==> src/rtl/clock_alarm_ctrl_pkg.sv <==
// Shared types and constants for the alarm controller: state encoding,
// time-of-day field widths and range limits, and an alarm-time range check.
package clock_alarm_ctrl_pkg;

  typedef enum logic [1:0] {
    ST_IDLE    = 2'd0,
    ST_ARMED   = 2'd1,
    ST_RINGING = 2'd2,
    ST_SNOOZE  = 2'd3
  } alm_state_t;

  localparam int HOUR_W = 5;
  localparam int MIN_W  = 6;
  localparam int SEC_W  = 6;

  localparam logic [HOUR_W-1:0] HOUR_MAX = 5'd23;
  localparam logic [MIN_W-1:0]  MIN_MAX  = 6'd59;

  typedef struct packed {
    logic [HOUR_W-1:0] hour;
    logic [MIN_W-1:0]  minute;
  } hhmm_t;

  // True when an hh:mm pair names a real time of day.
  function automatic logic hhmm_valid(input hhmm_t t);
    return (t.hour <= HOUR_MAX) && (t.minute <= MIN_MAX);
  endfunction

endpackage

==> src/rtl/clock_alarm_ctrl_if.sv <==
// Alarm-time programming port: valid/ready write of hh:mm, error pulse for
// out-of-range writes, and read-back of the stored alarm time.
interface clock_alarm_ctrl_if;
  import clock_alarm_ctrl_pkg::*;

  logic              set_valid;
  logic [HOUR_W-1:0] set_hour;
  logic [MIN_W-1:0]  set_min;
  logic              set_ready;
  logic              set_err;
  logic [HOUR_W-1:0] alm_hour;
  logic [MIN_W-1:0]  alm_min;

  modport master (
    output set_valid, set_hour, set_min,
    input  set_ready, set_err, alm_hour, alm_min
  );

  modport slave (
    input  set_valid, set_hour, set_min,
    output set_ready, set_err, alm_hour, alm_min
  );

endinterface

==> src/rtl/clock_alarm_ctrl_tick_edge.sv <==
// One-cycle rising-edge detector for a clk-synchronous divided-clock level.
module clock_alarm_ctrl_tick_edge (
  input  logic clk,
  input  logic x_clr,
  input  logic sig_in,
  output logic tick
);

  logic sig_d;
  logic sig_q;

  // Previous-cycle copy of the level.
  always_comb begin
    sig_d = sig_in;
  end

  // NOTE: sequential state uses non-blocking assignments so every flop samples
  // pre-edge values; reset is high so a level already high after reset does
  // not produce a spurious tick.
  // Delay register for edge detection.
  always_ff @(posedge clk or negedge x_clr) begin
    if (!x_clr) sig_q <= 1'b1;
    else        sig_q <= sig_d;
  end

  assign tick = sig_in & ~sig_q;

endmodule

==> src/rtl/clock_alarm_ctrl.sv <==
// Alarm controller: holds a programmable hh:mm alarm, detects the daily match
// against the running clock, and sequences ringing, snooze and auto-stop while
// driving a beeping buzzer and UI status.
module clock_alarm_ctrl
  import clock_alarm_ctrl_pkg::*;
#(
  parameter int RING_SECS   = 60,
  parameter int SNOOZE_SECS = 300,
  parameter int MAX_SNOOZE  = 3,
  parameter int BEEP_MS     = 500
) (
  input  logic              clk,
  input  logic              x_clr,
  input  logic              D_1ms_clk,
  input  logic              D_1s_clk,
  input  logic [HOUR_W-1:0] clk_1h_count,
  input  logic [MIN_W-1:0]  clk_1m_count,
  input  logic [SEC_W-1:0]  clk_1s_count,
  input  logic              alarm_en,
  input  logic              snooze_req,
  input  logic              stop_req,
  clock_alarm_ctrl_if.slave set_if,
  output logic              alarm_ring,
  output logic              buzz,
  output logic [1:0]        alm_state
);

  localparam int RING_W = $clog2(RING_SECS + 1);
  localparam int SNZ_W  = $clog2(SNOOZE_SECS + 1);
  localparam int SNC_W  = $clog2(MAX_SNOOZE + 2);
  localparam int MS_W   = $clog2(BEEP_MS + 1);

  localparam logic [RING_W-1:0] RING_LOAD = RING_W'(RING_SECS);
  localparam logic [RING_W-1:0] RING_ONE  = RING_W'(1);
  localparam logic [SNZ_W-1:0]  SNZ_LOAD  = SNZ_W'(SNOOZE_SECS);
  localparam logic [SNZ_W-1:0]  SNZ_ONE   = SNZ_W'(1);
  localparam logic [SNC_W-1:0]  SNC_MAX   = SNC_W'(MAX_SNOOZE);
  localparam logic [SNC_W-1:0]  SNC_ONE   = SNC_W'(1);
  localparam logic [MS_W-1:0]   MS_LAST   = MS_W'(BEEP_MS - 1);
  localparam logic [MS_W-1:0]   MS_ONE    = MS_W'(1);

  logic sec_tick;
  logic ms_tick;

  clock_alarm_ctrl_tick_edge u_sec_edge (
    .clk    (clk),
    .x_clr  (x_clr),
    .sig_in (D_1s_clk),
    .tick   (sec_tick)
  );

  clock_alarm_ctrl_tick_edge u_ms_edge (
    .clk    (clk),
    .x_clr  (x_clr),
    .sig_in (D_1ms_clk),
    .tick   (ms_tick)
  );

  alm_state_t        state_q, state_d;
  logic [RING_W-1:0] ring_cnt_q, ring_cnt_d;
  logic [SNZ_W-1:0]  snz_cnt_q, snz_cnt_d;
  logic [SNC_W-1:0]  snooze_cnt_q, snooze_cnt_d;
  logic [MS_W-1:0]   ms_cnt_q, ms_cnt_d;
  logic              buzz_q, buzz_d;
  logic              alarm_ring_q, alarm_ring_d;
  logic              set_err_q, set_err_d;
  hhmm_t             alm_q, alm_d;
  logic              match_q, match_d;

  logic  set_ready;
  logic  match;
  logic  match_rise;
  logic  ring_start;
  hhmm_t wr_time;

  assign set_ready  = (state_q == ST_IDLE) || (state_q == ST_ARMED);
  assign wr_time    = '{hour: set_if.set_hour, minute: set_if.set_min};
  assign match      = (clk_1h_count == alm_q.hour) && (clk_1m_count == alm_q.minute) &&
                      (clk_1s_count == '0);
  assign match_rise = match & ~match_q;

  // Next-state logic: alarm-time writes, FSM sequencing and beep pattern.
  always_comb begin
    // NOTE: every variable gets a default before any branch so no path leaves
    // one unassigned, which would otherwise infer a latch.
    state_d      = state_q;
    ring_cnt_d   = ring_cnt_q;
    snz_cnt_d    = snz_cnt_q;
    snooze_cnt_d = snooze_cnt_q;
    ms_cnt_d     = ms_cnt_q;
    buzz_d       = buzz_q;
    alm_d        = alm_q;
    set_err_d    = 1'b0;
    match_d      = match;
    ring_start   = 1'b0;

    if (set_if.set_valid && set_ready) begin
      if (hhmm_valid(wr_time)) alm_d     = wr_time;
      else                     set_err_d = 1'b1;
    end

    if (!alarm_en) begin
      state_d = ST_IDLE;
    end else begin
      case (state_q)
        ST_IDLE: state_d = ST_ARMED;
        ST_ARMED: begin
          if (match_rise) begin
            state_d      = ST_RINGING;
            ring_cnt_d   = RING_LOAD;
            snooze_cnt_d = '0;
            ring_start   = 1'b1;
          end
        end
        ST_RINGING: begin
          if (stop_req) begin
            state_d = ST_ARMED;
          end else if (snooze_req) begin
            // Out of snoozes: a further request ends this alarm event.
            if (snooze_cnt_q == SNC_MAX) begin
              state_d = ST_ARMED;
            end else begin
              state_d      = ST_SNOOZE;
              snz_cnt_d    = SNZ_LOAD;
              snooze_cnt_d = snooze_cnt_q + SNC_ONE;
            end
          end else if (sec_tick) begin
            if (ring_cnt_q == RING_ONE) state_d    = ST_ARMED;
            else                        ring_cnt_d = ring_cnt_q - RING_ONE;
          end
        end
        ST_SNOOZE: begin
          if (stop_req) begin
            state_d = ST_ARMED;
          end else if (sec_tick) begin
            if (snz_cnt_q == SNZ_ONE) begin
              state_d    = ST_RINGING;
              ring_cnt_d = RING_LOAD;
              ring_start = 1'b1;
            end else begin
              snz_cnt_d = snz_cnt_q - SNZ_ONE;
            end
          end
        end
        default: state_d = ST_IDLE;
      endcase
    end

    // Beep starts on at every ring entry and flips every BEEP_MS ms ticks.
    if (state_d != ST_RINGING) begin
      buzz_d   = 1'b0;
      ms_cnt_d = '0;
    end else if (ring_start) begin
      buzz_d   = 1'b1;
      ms_cnt_d = '0;
    end else if (ms_tick) begin
      if (ms_cnt_q == MS_LAST) begin
        buzz_d   = ~buzz_q;
        ms_cnt_d = '0;
      end else begin
        ms_cnt_d = ms_cnt_q + MS_ONE;
      end
    end

    alarm_ring_d = (state_d == ST_RINGING);
  end

  // State and registered outputs; reset clears any pending alarm activity.
  always_ff @(posedge clk or negedge x_clr) begin
    if (!x_clr) begin
      state_q      <= ST_IDLE;
      ring_cnt_q   <= '0;
      snz_cnt_q    <= '0;
      snooze_cnt_q <= '0;
      ms_cnt_q     <= '0;
      buzz_q       <= 1'b0;
      alarm_ring_q <= 1'b0;
      set_err_q    <= 1'b0;
      alm_q        <= '0;
      match_q      <= 1'b1;
    end else begin
      state_q      <= state_d;
      ring_cnt_q   <= ring_cnt_d;
      snz_cnt_q    <= snz_cnt_d;
      snooze_cnt_q <= snooze_cnt_d;
      ms_cnt_q     <= ms_cnt_d;
      buzz_q       <= buzz_d;
      alarm_ring_q <= alarm_ring_d;
      set_err_q    <= set_err_d;
      alm_q        <= alm_d;
      match_q      <= match_d;
    end
  end

  assign alarm_ring       = alarm_ring_q;
  assign buzz             = buzz_q;
  assign alm_state        = state_q;
  assign set_if.set_ready = set_ready;
  assign set_if.set_err   = set_err_q;
  assign set_if.alm_hour  = alm_q.hour;
  assign set_if.alm_min   = alm_q.minute;

endmodule

==> src/flat_wrapper.sv <==
// flat-port wrapper written by rule: the top's interface ports become plain ports
module clock_alarm_ctrl_flat import clock_alarm_ctrl_pkg::*;
#(
  parameter int RING_SECS   = 60,
  parameter int SNOOZE_SECS = 300,
  parameter int MAX_SNOOZE  = 3,
  parameter int BEEP_MS     = 500
)
  (clk, x_clr, D_1ms_clk, D_1s_clk, clk_1h_count, clk_1m_count, clk_1s_count, alarm_en, snooze_req, stop_req, alarm_ring, buzz, alm_state, set_if_set_valid, set_if_set_hour, set_if_set_min, set_if_set_ready, set_if_set_err, set_if_alm_hour, set_if_alm_min);
  clock_alarm_ctrl_if set_if_i ();
  input  logic clk;
  input  logic x_clr;
  input  logic D_1ms_clk;
  input  logic D_1s_clk;
  input  logic [HOUR_W-1:0] clk_1h_count;
  input  logic [MIN_W-1:0] clk_1m_count;
  input  logic [SEC_W-1:0] clk_1s_count;
  input  logic alarm_en;
  input  logic snooze_req;
  input  logic stop_req;
  output logic alarm_ring;
  output logic buzz;
  output logic [1:0] alm_state;
  input wire logic [$bits(set_if_i.set_valid)-1:0] set_if_set_valid;
  input wire logic [$bits(set_if_i.set_hour)-1:0] set_if_set_hour;
  input wire logic [$bits(set_if_i.set_min)-1:0] set_if_set_min;
  output wire logic [$bits(set_if_i.set_ready)-1:0] set_if_set_ready;
  output wire logic [$bits(set_if_i.set_err)-1:0] set_if_set_err;
  output wire logic [$bits(set_if_i.alm_hour)-1:0] set_if_alm_hour;
  output wire logic [$bits(set_if_i.alm_min)-1:0] set_if_alm_min;
  assign set_if_i.set_valid = set_if_set_valid;
  assign set_if_i.set_hour = set_if_set_hour;
  assign set_if_i.set_min = set_if_set_min;
  assign set_if_set_ready = set_if_i.set_ready;
  assign set_if_set_err = set_if_i.set_err;
  assign set_if_alm_hour = set_if_i.alm_hour;
  assign set_if_alm_min = set_if_i.alm_min;
  clock_alarm_ctrl #(.RING_SECS(RING_SECS), .SNOOZE_SECS(SNOOZE_SECS), .MAX_SNOOZE(MAX_SNOOZE), .BEEP_MS(BEEP_MS)) u_core (.clk(clk), .x_clr(x_clr), .D_1ms_clk(D_1ms_clk), .D_1s_clk(D_1s_clk), .clk_1h_count(clk_1h_count), .clk_1m_count(clk_1m_count), .clk_1s_count(clk_1s_count), .alarm_en(alarm_en), .snooze_req(snooze_req), .stop_req(stop_req), .set_if(set_if_i), .alarm_ring(alarm_ring), .buzz(buzz), .alm_state(alm_state));
endmodule
==> config.mk <==
export PLATFORM = sky130hd
export DESIGN_NAME = clock_alarm_ctrl_flat
export DESIGN_NICKNAME = d
export VERILOG_FILES = /design/src/rtl/clock_alarm_ctrl_pkg.sv /design/src/rtl/clock_alarm_ctrl_if.sv /design/src/rtl/clock_alarm_ctrl_tick_edge.sv /design/src/rtl/clock_alarm_ctrl.sv /design/src/flat_wrapper.sv
export SDC_FILE = /design/constraint.sdc
export NUM_CORES = 1
export LEC_CHECK = 0
export ABC_AREA = 1
export ABC_CLOCK_PERIOD_IN_PS = 2200
export CORE_UTILIZATION = 35
export DETAILED_ROUTE_END_ITERATION = 8
export PLACE_DENSITY = 0.64
export SLEW_MARGIN = 20
export SYNTH_ARGS = -nofsm -noshare
export SYNTH_HDL_FRONTEND = slang
export SYNTH_HIERARCHICAL = 1
export SYNTH_SLANG_ARGS = --single-unit
==> constraint.sdc <==
create_clock -name clk -period 2.2 [get_ports clk]
set_clock_uncertainty 0.1 [all_clocks]
set_input_delay 0.33 -clock clk [delete_from_list [all_inputs] [get_ports clk]]
set_output_delay 0.33 -clock clk [all_outputs]
set_load 0.01 [all_outputs]
==> results of run 1 <==
## layer usage
metal  part of all wire  wire, um
met5                  0         0
met4              0.016        98
met3              0.041       255
met2               0.49      3060
met1               0.46      2850
## through the flow
step / cells / hold WS (ps) / total power (uW) / area, um^2
floorplan: 353 / -65.6 / 1090 / 2760
global placement: 521 / 236 / 1280 / 3530
detailed placement: 521 / 236 / 1280 / 3530
CTS: 530 / 353 / 1920 / 3650
global route: 535 / 379 / 1990 / 3760
finish: 535 / 361 / 1900 / 3760
## cell type report
cell class                      count  area (um^2)
Sequential cell                    46         1150
Multi-Input combinational cell    246         1410
Clock inverter                      1         30.0
Fill cell                         734         3690
Inverter                           58          218
Clock buffer                        7         76.3
Tap cell                           99          124
Timing Repair Buffer               78          742
## timing repair
item,4_1_cts,5_1_grt
hold endpoints to repair,43,0
buffers inserted,0,4
gates resized for setup,0,13
endpoints found under the setup margin,0,14
hold buffers,1,0
## cell families after synthesis
kind of cell             count (synthesis)  synth area share
AND/OR/NAND/NOR                        183             0.329
adder cells (fa/ha/maj)                  7            0.0318
buffers and inverters                   62            0.0904
AO/OA/AOI/OAI                           46            0.0972
multiplexers                             4            0.0163
flip-flops                              46             0.419
XOR/XNOR                                 5            0.0159
## cells in the mapped netlist (all sizes together)
library cell / number / area (um^2)
nand4: 8 / 56.3
o31ai: 1 / 7.51
o21ai: 22 / 129
nor3: 9 / 50.1
dfstp: 3 / 78.8
nor4: 2 / 12.5
dfrtp: 43 / 1080
ha: 7 / 87.6
o2111ai: 1 / 8.76
a21oi: 17 / 88.8
o22ai: 2 / 12.5
nor2: 53 / 244
buf: 2 / 22.5
xor2: 2 / 17.5
a31oi: 1 / 6.26
o21a: 2 / 15.0
nand3: 31 / 175
or2: 3 / 18.8
nand2: 72 / 308
nor3b: 2 / 20.0
xnor2: 3 / 26.3
clkbuf: 2 / 8.75
mux2: 4 / 45.0
nand3b: 3 / 22.5
inv: 58 / 218
## critical path: stages, from the launching register on
cell,delay (ps)
dfrtp_1,410
ha_2,190
ha_1,190
o21ai_2,160
nand3_2,130
nor2_4,150
nand2_4,90
nor3b_4,250
nand2_1,100
a21oi_1,140
o21ai_1,70
## cells in the final DEF (no fill, tap or decap), drive strengths merged, types with 3 or more instances in the layout
| cell type | instances |
|---|---|
| clkbuf | 7 |
| dfstp | 3 |
| ha | 7 |
| nand4 | 8 |
| nand3b | 3 |
| inv | 58 |
| nand2 | 73 |
| clkdlybuf4s50 | 51 |
| mux2 | 4 |
| dfrtp | 43 |
| nand3 | 31 |
| nor3 | 9 |
| o21ai | 22 |
| or2 | 3 |
| xnor2 | 3 |
| a21oi | 17 |
| nor2 | 53 |
| buf | 26 |
## worst max path at each step
| stage | start | end | slack (ps) | cells after the start |
|---|---|---|---|---|
| final | u_core/snooze_cnt_q[0]$_DFFE_PN0P_ | u_core/snz_cnt_q[8]$_DFFE_PN0P_ | 130 | 10 |
| after global routing | u_core/snooze_cnt_q[0]$_DFFE_PN0P_ | u_core/snz_cnt_q[8]$_DFFE_PN0P_ | -20 | 10 |
| after CTS | u_core/snooze_cnt_q[0]$_DFFE_PN0P_ | u_core/snz_cnt_q[6]$_DFFE_PN0P_ | 100 | 10 |
| after detailed placement | clk_1h_count[1] | u_core/ms_cnt_q[5]$_DFFE_PN0P_ | -140 | 14 |
| after global placement | D_1s_clk | u_core/ms_cnt_q[4]$_DFFE_PN0P_ | -100 | 14 |
| after floorplan | u_core/snooze_cnt_q[0]$_DFFE_PN0P_ | u_core/snz_cnt_q[8]$_DFFE_PN0P_ | 280 | 10 |
## state kept, by name, indices dropped and copies added, names as in the netlist
register                 flops
u_core/u_ms_edge/sig_q       1
u_core/set_if.alm_min        6
u_core/snz_cnt_q             9
u_core/u_sec_edge/sig_q      1
u_core/set_if.alm_hour       5
u_core/ms_cnt_q              9
u_core/match_q               1
u_core/alm_state             2
u_core/buzz                  1
u_core/snooze_cnt_q          3
u_core/ring_cnt_q            6
u_core/set_if.set_err        1
u_core/alarm_ring            1
## power groups by stage
| stage | Clock, uW | Combinational [uW] | Sequential [uW] |
|---|---|---|---|
| 2_1_floorplan | 0 | 140 | 948 |
| 3_3_place_gp | 0 | 339 | 939 |
| 3_5_place_dp | 0 | 344 | 939 |
| 4_1_cts | 649 | 348 | 923 |
| 5_1_grt | 670 | 390 | 929 |
| 6_report | 628 | 350 | 922 |
==> impl_results.md, run 1 <==
- Combinational Power Share: 0.184
- Reg-to-Reg End: u_core/snz_cnt_q[8]$_DFFE_PN0P_
- # port buffers: 52
- Maximum vdd drop: 0.245 mV
- Yosys reg bits: 46
- DRT antenna net count: 0
- Syn Nets: 396
- Pwr/cell area: 506 nW/um^2
- First-pass GRT wire length: 10,600 um
- I/O pins: 53
- Nets: ~480
- Largest net degree at the start of global routing: 47
- Cells after Synth: about 350
- Reg2reg start: u_core/snooze_cnt_q[0]$_DFFE_PN0P_
- Clk slew on worst S/H paths: about 80 ps
- Least-Margin Pin Slew: between 400 and 500 ps
- Met3 usage: 0.0320
- Met1 global-route usage: 0.196
- Routed vias/inst: approximately 4.6
- Overflow after GRT: 0
- Initial Utilization: 0.370
- Drt drc: 0
- Post-synthesis cell type count: 40
- Crit path launch type: register
- Slew Limit Fails: 0
- Mapped Avg Cell Area: approximately 7.8 um^2
- Post-Route Utilization: 0.504
- Die H: 90.7 um
- DIE WIDTH: 90.7 um
- Setup violations, final: 0
- Hold path endpoint: u_core/u_ms_edge/sig_q$_DFF_PN1_
- Sw Pwr: just under 500 uW
- Pint: between 1000 and 1500 uW
- CORE AREA: roughly 7400 um^2
- Largest buffer count on any clock path: 2
- WP data arrival: approximately 2200 ps
- Worst Setup End Kind: register
- GPL Wtd Cong: 0.849
- Hold WC Path Type: input pin to register
- Sequential area share after synthesis: 0.419
- Reg power frac: 0.485
- Initial antenna violation count: 0
- H-Tree Depth: 2
- Routed WL: approximately 6300 um
- Gr usage total: 0.159
- Max Fclk: around 480 MHz
- Dpl ws: -144 ps
- Antenna diodes: 0
- Final setup TNS: 0 ps
- Hpwl dp: around 4500 um
- Layout area overhead: 36.3%
- Clk pwr share: 0.330
- LEAKAGE: ~0.0017 uW
- Fraction of layout cells with a size suffix above 1: 0.206
- Gr busiest metal: met2
- Fin crit period: 2070 ps
- Met2 Use GR: 0.276
- Worst Hold Launch: D_1ms_clk
- WP data required: approximately 2300 ps
- CTS tree: yes
- WS Path Type: register to register
- Worst-skew pair later-pin latency: 300 ps
- Status: completed
- Hold depth: 1
- DIE AREA: 8230 um^2
- Starting DRT DRC Count: 63
- Reg2Reg Depth: 10
- Mapped cell area: between 2000 and 3000 um^2
- CTS Buf Count: 5
- Vias in the first global route: approximately 2,400
- Flop-to-flop setup slack: 130 ps
- Number of cell rows: 31
- Slew margin rel.: 0.715
- Root Driver: clkbuf_8
- WL/cell: approximately 12 um
- Final Hold Fails: 0
- Via Count: 2,485
- Worst setup margin: roughly 130 ps
- Sinks on the clock net: 46
- Detailed Routing Iterations Pass 1: 4
- Crit share post-route: 0.942
- CP max FO: 4
- Max Cap Violations: 0
- Sw Ratio: 0.256
- Yosys warning count: 6
Note: power is estimated with default switching activity, not from simulation.
==> run 2: changes to the inputs <==
--- a/config.mk
+++ b/config.mk
@@ -7,9 +7,10 @@
 export LEC_CHECK = 0
 export ABC_AREA = 1
 export ABC_CLOCK_PERIOD_IN_PS = 2200
-export CORE_UTILIZATION = 35
+export CORE_UTILIZATION = 41
 export DETAILED_ROUTE_END_ITERATION = 8
-export PLACE_DENSITY = 0.64
+export PLACE_DENSITY = 0.71
+export SKIP_LAST_GASP = 1
 export SLEW_MARGIN = 20
 export SYNTH_ARGS = -nofsm -noshare
 export SYNTH_HDL_FRONTEND = slang
==> run 2 against run 1 <==
- the run now ends with design-rule violations left
- die area down 14%
- register-to-register slack about the same
- sequential share of layout area up 0.98 points
- routed wire length down 6.0%
- worst hold slack worse by 7.5 ps
- worst setup slack worse by 13 ps
- highest routed layer unchanged
- cell count down 5.2%
- total power down 4.4%
- sequential cell count unchanged
- critical path type unchanged
- core utilization up 6.2 points
- combinational power down 2%
==> impl_results.md, run 2 (synthesis results as in run 1) <==
- Largest net degree at the start of global routing: 26
- Number of cell rows: 29
- Clk slew on worst S/H paths: ~90 ps
- H-Tree Depth: 2
- Root Driver: clkbuf_8
- Most frequent cells in the layout: nand2_1, clkdlybuf4s50_1, inv_1
- Crit path launch type: register
- RSZ-0062 raised after global routing: true
- Sinks on the clock net: 46
- Overflow after GRT: 0
- Routed vias/inst: between 4 and 5
- Reg power frac: 0.508
- WP data required: roughly 2300 ps
- Via Count: around 2,400
- Largest buffer count on any clock path: 2
- Pwr/cell area: ~500 nW/um^2
- Antenna diodes: 0
- Nets: around 470
- Final Hold Fails: 0
- CORE AREA: 6420 um^2
- Post-Place Cell Area: 3480 um^2
- Initial antenna violation count: 0
- Slew margin rel.: 0.643
- Design area: roughly 3600 um^2
- Top flop regs: u_core/ms_cnt_q (9), u_core/snz_cnt_q (9)
- DIE AREA: slightly above 7000 um^2
- Detailed Routing Iterations Pass 1: 6
- First-pass GRT wire length: between 10,000 and 15,000 um
- DRT antenna net count: 0
- Initial Utilization: 0.429
- Drt drc: 2
- Max Fclk: between 400 and 500 MHz
- Post-Route Utilization: 0.567
- Hpwl dp: 4540 um
- CP max FO: 5
- WS Path Type: register to register
- Combinational Power Share: 0.190
- Status: complete, but fails checks
- Clk pwr share: 0.303
- Vias in the first global route: roughly 2,400
- Crit share post-route: 0.948
- Worst Setup End Kind: register
- LEAKAGE: between 0.0015 and 0.002 uW
- Final setup TNS: 0 ps
- Routed WL: around 5900 um
- DIE WIDTH: between 80 and 90 um
- Pint: about 1300 uW
- Fraction of layout cells with a size suffix above 1: 0.195
- Sw Ratio: 0.270
- Starting DRT DRC Count: 80
- Worst setup margin: roughly 110 ps
- Gr usage total: 0.178
- Hold WC Path Type: input pin to register
- WL/cell: between 10 and 15 um
- CTS Buf Count: 5
- Layout area overhead: 32.1%
- I/O pins: between 50 and 60
- GPL Wtd Cong: roughly 0.86
- Layout fillers: around 600
- Slew Limit Fails: 0
- Max Cap Violations: 0
- Fin crit period: 2090 ps
- Worst-skew pair later-pin latency: approximately 300 ps
- Failing checks: design-rule violations
- Least-Margin Pin Slew: approximately 540 ps
- Maximum vdd drop: approximately 0.27 mV
- WP data arrival: 2180 ps
- CTS tree: yes
- # port buffers: 52
- Dpl ws: -141 ps
- Most common cell after layout, fill and taps aside: nand2_1
- Die H: 84.0 um
- Setup violations, final: 0
- Sw Pwr: a little under 500 uW
==> run 2: cell count changes in the layout (fill, tap and decap cells not counted), sizes merged <==
cell and change:
bufinv -1, clkinvlp +1, clkinv +1, nand2 -1, buf -5, clkbuf -1
==> run 2: per-layer routing <==
metal,up-vias,wire length (um),global-route usage
li1,1284,-,-
met1,1122,2840,0.226
met2,38,2820,0.307
met3,5,190,0.0336
met4,0,36,0.0517
met5,-,0,0
==> run 2: worst max-delay path, stage by stage, from the launching register on <==
cell     delay (ps)
dfrtp_1         410
ha_1            210
ha_1            180
o21ai_2         160
nand3_2         130
nor2_4          150
nand2_4          90
nor3b_4         250
nand2_1         100
o21ai_1         120
a21oi_1          80
==> run 2: metrics by stage <==
stage / std cells / hold slack [ps] / power (uW)
after detailed placement: 496 / 246 / 1280
final: 507 / 354 / 1820
after global placement: 496 / 242 / 1270
after global routing: 507 / 355 / 1920
after floorplan: 353 / -65.6 / 1090
after CTS: 505 / 344 / 1840
==> run 2: final timing paths <==
path | from | to | slack [ps] | cells after the start
worst max-delay path | u_core/snooze_cnt_q[0]$_DFFE_PN0P_ | u_core/snz_cnt_q[6]$_DFFE_PN0P_ | 110 | 10
worst min-delay path | D_1ms_clk | u_core/u_ms_edge/sig_q$_DFF_PN1_ | 350 | 1
worst max register to register | u_core/snooze_cnt_q[0]$_DFFE_PN0P_ | u_core/snz_cnt_q[6]$_DFFE_PN0P_ | 110 | 10
worst min register to register | u_core/snz_cnt_q[8]$_DFFE_PN0P_ | u_core/snz_cnt_q[8]$_DFFE_PN0P_ | 380 | 1
max in group asynchronous | x_clr | u_core/u_ms_edge/sig_q$_DFF_PN1_ | 970 | 3
min in group asynchronous | x_clr | u_core/snz_cnt_q[3]$_DFFE_PN0P_ | 430 | 2
==> run 2: power groups by stage <==
stage	sequential, uW	clock, uW	combinational, uW
after global routing	928	605	383
after global placement	938	0	337
after floorplan	948	0	140
after CTS	922	577	345
final	922	550	344
after detailed placement	938	0	342
==> run 2: timing repair <==
item | 4_1_cts | 5_1_grt
endpoints found under the setup margin | 0 | 6
buffers inserted | 0 | 2
hold buffers | 1 | 0
gates resized for setup | 0 | 9
endpoints found under the hold margin | 20 | 0
==> run 2: area by class of cell <==
class                      instances  area [um^2]  area share
multi-input combinational        245         1390       0.381
sequential                        46         1150       0.317
timing repair buffer              73          688       0.189
inverter                          58          218      0.0598
tap                               77         96.3      0.0265
clock buffer                       6         82.6      0.0227
clock inverter                     2         12.5     0.00344
